--- config.mk ---
export PLATFORM = sky130hd
export DESIGN_NAME = serial_subtractor
export DESIGN_NICKNAME = d
export VERILOG_FILES = /design/src/rtl/serial_subtractor_pkg.sv /design/src/rtl/serial_subtractor_full_subtractor.sv /design/src/rtl/serial_subtractor.sv
export SDC_FILE = /design/constraint.sdc
export NUM_CORES = 1
export LEC_CHECK = 0
export ABC_AREA = 1
export BUFFER_PORTS_ARGS = -buffer_cell sky130_fd_sc_hd__clkbuf_2
export CORE_MARGIN = 1
export CORE_UTILIZATION = 25
export CTS_CLUSTER_DIAMETER = 80
export DETAILED_ROUTE_END_ITERATION = 8
export PLACE_DENSITY = 0.39
export SLEW_MARGIN = 20
export SYNTH_ARGS = -nofsm -noshare
export SYNTH_HDL_FRONTEND = slang
export SYNTH_SLANG_ARGS = --single-unit
--- constraint.sdc ---
create_clock -name i_clk -period 3.7 [get_ports i_clk]
set_input_delay 0.74 -clock i_clk [delete_from_list [all_inputs] [get_ports i_clk]]
set_output_delay 0.74 -clock i_clk [all_outputs]
set_load 0.01 [all_outputs]
--- src/rtl/serial_subtractor_pkg.sv ---
// Shared types and limits for the bit-serial subtractor.
package serial_subtractor_pkg;

    localparam int unsigned WIDTH_MAX = 32;

    typedef enum logic [1:0] {
        IDLE  = 2'd0,
        SHIFT = 2'd1,
        DONE  = 2'd2
    } state_t;

endpackage : serial_subtractor_pkg

--- src/rtl/serial_subtractor_full_subtractor.sv ---
// One-bit combinational full subtractor: diff = a - b - borrow_in.
module full_subtractor (
    input  logic i_a,
    input  logic i_b,
    input  logic i_borrow_in,
    output logic o_diff_c,
    output logic o_borrow_out_c
);

    assign o_diff_c       = i_a ^ i_b ^ i_borrow_in;
    assign o_borrow_out_c = (~i_a & i_b) | (~i_a & i_borrow_in) | (i_b & i_borrow_in);

endmodule : full_subtractor

--- src/rtl/serial_subtractor.sv ---
// Bit-serial WIDTH-bit subtractor, LSB first, one bit per clock through a single borrow flop.
// Optional signed-overflow output enabled by defining OVERFLOW_DETECT_EN.
module serial_subtractor
    import serial_subtractor_pkg::*;
#(
    parameter int unsigned WIDTH = 8
) (
    input  logic             i_clk,
    input  logic             i_rst_n,
    input  logic             i_start,
    input  logic [WIDTH-1:0] i_a,
    input  logic [WIDTH-1:0] i_b,
    input  logic             i_borrow_in,
    output logic             o_busy,
    output logic             o_done,
    output logic [WIDTH-1:0] o_diff,
    output logic             o_borrow_out
`ifdef OVERFLOW_DETECT_EN
    ,
    output logic             o_overflow
`endif
);

    localparam int unsigned CNT_W = (WIDTH > 1) ? $clog2(WIDTH) : 1;

    state_t             r_state;
    state_t             w_next_state;
    logic               w_load;
    logic               w_shift;
    logic               w_last;

    logic [WIDTH-1:0]   r_a_sr;
    logic [WIDTH-1:0]   r_b_sr;
    logic [WIDTH-1:0]   r_res_sr;
    logic               r_br;
    logic [CNT_W-1:0]   r_cnt;
    logic               r_busy;
    logic               r_done;
    logic [WIDTH-1:0]   r_diff;
    logic               r_borrow_out;

    logic               w_d;
    logic               w_br_next;
    logic [WIDTH-1:0]   w_res_next;

    // Per-bit cell fed from the operand shift-register LSBs and the borrow flop.
    full_subtractor u_cell (
        .i_a            (r_a_sr[0]),
        .i_b            (r_b_sr[0]),
        .i_borrow_in    (r_br),
        .o_diff_c       (w_d),
        .o_borrow_out_c (w_br_next)
    );

    assign w_res_next = {w_d, r_res_sr[WIDTH-1:1]};

    always_ff @(posedge i_clk or negedge i_rst_n) begin
        if (!i_rst_n) begin
            r_state <= IDLE;
        end else begin
            r_state <= w_next_state;
        end
    end

    always_comb begin
        w_next_state = r_state;
        w_load       = 1'b0;
        w_shift      = 1'b0;
        w_last       = 1'b0;
        case (r_state)
            IDLE: begin
                if (i_start) begin
                    w_load       = 1'b1;
                    w_next_state = SHIFT;
                end
            end
            SHIFT: begin
                w_shift = 1'b1;
                if (r_cnt == CNT_W'(WIDTH - 1)) begin
                    w_last       = 1'b1;
                    w_next_state = DONE;
                end
            end
            DONE: begin
                w_next_state = IDLE;
            end
            default: begin
                w_next_state = IDLE;
            end
        endcase
    end

    // Datapath: capture on accept, shift per bit, publish result on the last bit.
    always_ff @(posedge i_clk or negedge i_rst_n) begin
        if (!i_rst_n) begin
            r_a_sr       <= '0;
            r_b_sr       <= '0;
            r_res_sr     <= '0;
            r_br         <= 1'b0;
            r_cnt        <= '0;
            r_busy       <= 1'b0;
            r_done       <= 1'b0;
            r_diff       <= '0;
            r_borrow_out <= 1'b0;
        end else begin
            r_busy <= (w_next_state != IDLE);
            r_done <= (w_next_state == DONE);
            if (w_load) begin
                r_a_sr   <= i_a;
                r_b_sr   <= i_b;
                r_res_sr <= '0;
                r_br     <= i_borrow_in;
                r_cnt    <= '0;
            end else if (w_shift) begin
                r_a_sr   <= {1'b0, r_a_sr[WIDTH-1:1]};
                r_b_sr   <= {1'b0, r_b_sr[WIDTH-1:1]};
                r_res_sr <= w_res_next;
                r_br     <= w_br_next;
                if (!w_last) begin
                    r_cnt <= r_cnt + CNT_W'(1);
                end
            end
            if (w_last) begin
                r_diff       <= w_res_next;
                r_borrow_out <= w_br_next;
            end
        end
    end

    assign o_busy       = r_busy;
    assign o_done       = r_done;
    assign o_diff       = r_diff;
    assign o_borrow_out = r_borrow_out;

`ifdef OVERFLOW_DETECT_EN
    logic r_a_msb;
    logic r_b_msb;
    logic r_overflow;

    // Operand sign bits are kept aside since the shift registers lose them.
    always_ff @(posedge i_clk or negedge i_rst_n) begin
        if (!i_rst_n) begin
            r_a_msb    <= 1'b0;
            r_b_msb    <= 1'b0;
            r_overflow <= 1'b0;
        end else begin
            if (w_load) begin
                r_a_msb <= i_a[WIDTH-1];
                r_b_msb <= i_b[WIDTH-1];
            end
            if (w_last) begin
                r_overflow <= (r_a_msb != r_b_msb) && (w_d != r_a_msb);
            end
        end
    end

    assign o_overflow = r_overflow;
`endif

endmodule : serial_subtractor

==> results_dict.tcl <==
set metrics [dict create \
    core_um2 6490 \
    rsz0062_at_grt "false" \
    slowest_stage "nand2_1" \
    grt-ovfl-total 0 \
    ys_seq_area_share_pct 58.1 \
    die_y_um 85.0 \
    hold_start "o_diff[5]" \
    drt_iter0_markers 84 \
    synth_most_common_cell "nand2_1" \
    die_w_um 85.0 \
    drv_cap 0 \
    yosys_warnings 0 \
    hold_path.class "flop to flop" \
    worst-path-buf-inv 1 \
    maxSlewViolCount 0 \
    p_per_area_nw_per_um2 771 \
    ctsResizeCount 0 \
    cts_sinks 40 \
    postSynthCellCount 193 \
    h-tree-depth 2 \
    status "finished clean" \
    ff2ff_path_depth 6 \
    cts_tree "yes" \
    vias 1352 \
    path_depth 4 \
    grt_pass1_wl_um 6350 \
    cts_setup_buffers 0 \
    rr_startpoint "r_state[1]" \
    drc 0 \
    fin_crit_sh_pct 48.7 \
    pin_count 31 \
    grt_pass1_vias 1244 \
    rrSetupSlack_ns 2.02 \
    viasPerCell 4.54 \
    syn_area_um2 1720 \
    antenna_found_initial 0 \
    firstDrtPassIters 4 \
    hold_viol_final 0 \
    fill_cells 705 \
    switching_share_pct 39.4 \
    ys_seq_elements 40 \
    start_util_pct 26.5 \
    synthFlopType "dfrtp_1" \
    p_int_uw 935 \
    drive_above_1_share_pct 19.0 \
    synthDominantCellAreaShare_pct 58.1 \
    portBuffers 30 \
    async_flop_share_pct 100 \
    syn_nets 216 \
    wl_per_cell_um 12.9 \
    clockBufferDepth 2 \
    switchingPower_uw 608 \
    max_stage_delay_ns 0.60 \
    synth_edf_count 0 \
    cpLargestDelayFamily "simple AND/OR/NAND/NOR gates" \
    synth_cell_types 17 \
    syn_area_per_cell_um2 8.93 \
    worstPathArrival_ns 1.97 \
    period_needed_ns 1.80 \
    synthTopCellsByArea "dfrtp_1 (58%), nand3_1 (17%), nand2_1 (15%), buf_2 (1.7%), ha_1 (1.5%)" \
    diodes 0 \
    holdPathEnd "o_diff[5]" \
    critical_path_class "input port to flop" \
    setup_viol 0 \
    ctsHoldBuffers 0 \
    cts_buffers 5 \
    cp.required_ns 3.87 \
    nNetsFinal 244 \
    area_growth_pct 16.0 \
    wirelength_um 3830 \
    pwr-share-comb_pct 35.2 \
    endpoint_kind "flop" \
    dp_hpwl_um 2390 \
    crit_top_cell "nand3_1" \
    min_path_cells 2 \
    drtAntennaViolNets 0 \
    power_frac_clock_pct 17.8 \
    yosys.area.top_type "dfrtp_1" \
    max-vdd-ir-drop_uv 160 \
    die-area_um2 7230 \
    r2r_end "o_diff[7]" \
    max_freq_mhz 555 \
    synth_commonest_cells "nand2_1 (67), nand3_1 (58), dfrtp_1 (40)" \
    cp_cell_sequence "clkbuf_2, nand2_1, nand3_1, nand3_1" \
    grtUsageTotal_pct 11.5 \
    clk_pin_slew_ns 0.08 \
    finalSetupTns_ns 0 \
    grt_max_degree 41 \
    num_rows 29 \
    whs_ns 0.470 \
    clock-root-buffer "clkbuf_8" \
    placed_cells 291 \
    gp_congestion 0.669 \
    instances_no_fill 298 \
    p_seq_share_pct 47.0 \
    clk_latency_ns 0.29 \
    power_leakage_uw 0.00105 \
    clock_skew_ns 0.00625 \
    crit_path_start_kind "input port" \
    tightest_slew_ns 0.927 \
    cp_max_fo 25 \
    max_slew_margin_pct 38.2 \
]
## worst reg2reg max path, delay by kind of cell (launching register included)
family | cells | cell delay, ns
flip-flops | 1 | 0.41
buffers and inverters | 2 | 0.56
AND/OR/NAND/NOR | 4 | 0.61
## registers in the layout, summed over array words and instances, names as in the netlist
register,flops
o_borrow_out,1
o_busy,1
o_diff,8
o_done,1
r_a_sr,8
r_b_sr,8
r_br,1
r_cnt,3
r_res_sr,7
r_state,2
## power groups by stage
stage | clock, uW | sequential [uW] | combinational [uW]
5_1_grt | 309 | 748 | 629
6_report | 275 | 724 | 543
3_5_place_dp | 0 | 728 | 554
4_1_cts | 290 | 724 | 553
2_1_floorplan | 0 | 733 | 397
3_3_place_gp | 0 | 728 | 554
## routing by layer
layer	routed length [um]	vias up	track usage, %
met5	0	-	0
met4	48	0	4.62
met3	165	5	3.11
met2	1510	33	15.7
met1	2110	626	17.1
li1	-	688	-
## layout make-up
cell class              instances  area, um2  area share (%)
repair buffers                 30        150            7.51
multi-input cells             136        644            32.2
flip-flops and latches         40       1000            50.1
clock buffers                   6       72.6            3.63
clock inverters                 1       5.00           0.250
inverters                       8       30.0            1.50
well taps                      77       96.3            4.82
## cells by family (layout without fill, tap and decap cells)
logic type	after synthesis	count (layout)	share of synthesized area, %
buffers and inverters	17	45	4.57
flip-flops	40	40	58.1
adder cells (fa/ha/maj)	3	3	2.61
AND/OR/NAND/NOR	133	133	34.8
## stage by stage
step                      power [uW]  cell area [um2]  setup slack, ns  utilization [%]
after floorplan                 1130             1720             2.26                -
after global placement          1280             1920             1.62             29.6
after detailed placement        1280             1920             1.60             29.6
after CTS                       1570             2000             1.91             30.8
after global routing            1690             2000             1.78             30.8
final                           1540             2000             1.90             30.8
## how the worst max path moves through the flow
stage / startpoint / to
2_1_floorplan: i_start / r_a_sr[6]
3_3_place_gp: i_start / r_b_sr[2]
3_5_place_dp: i_start / r_b_sr[2]
4_1_cts: i_start / r_b_sr[3]
5_1_grt: i_start / r_b_sr[2]
6_report: i_start / r_b_sr[4]
## placed cells by master (no fill, tap or decap), types with 2 or more instances in the layout
cell type	netlist	routed
nand2_1	67	67
nand3_1	58	58
dfrtp_1	40	40
clkbuf_2	0	29
inv_1	5	5
clkbuf_8	0	5
nand4_1	3	3
inv_2	2	2
ha_1	2	2
(Power assumes the default switching activity.)
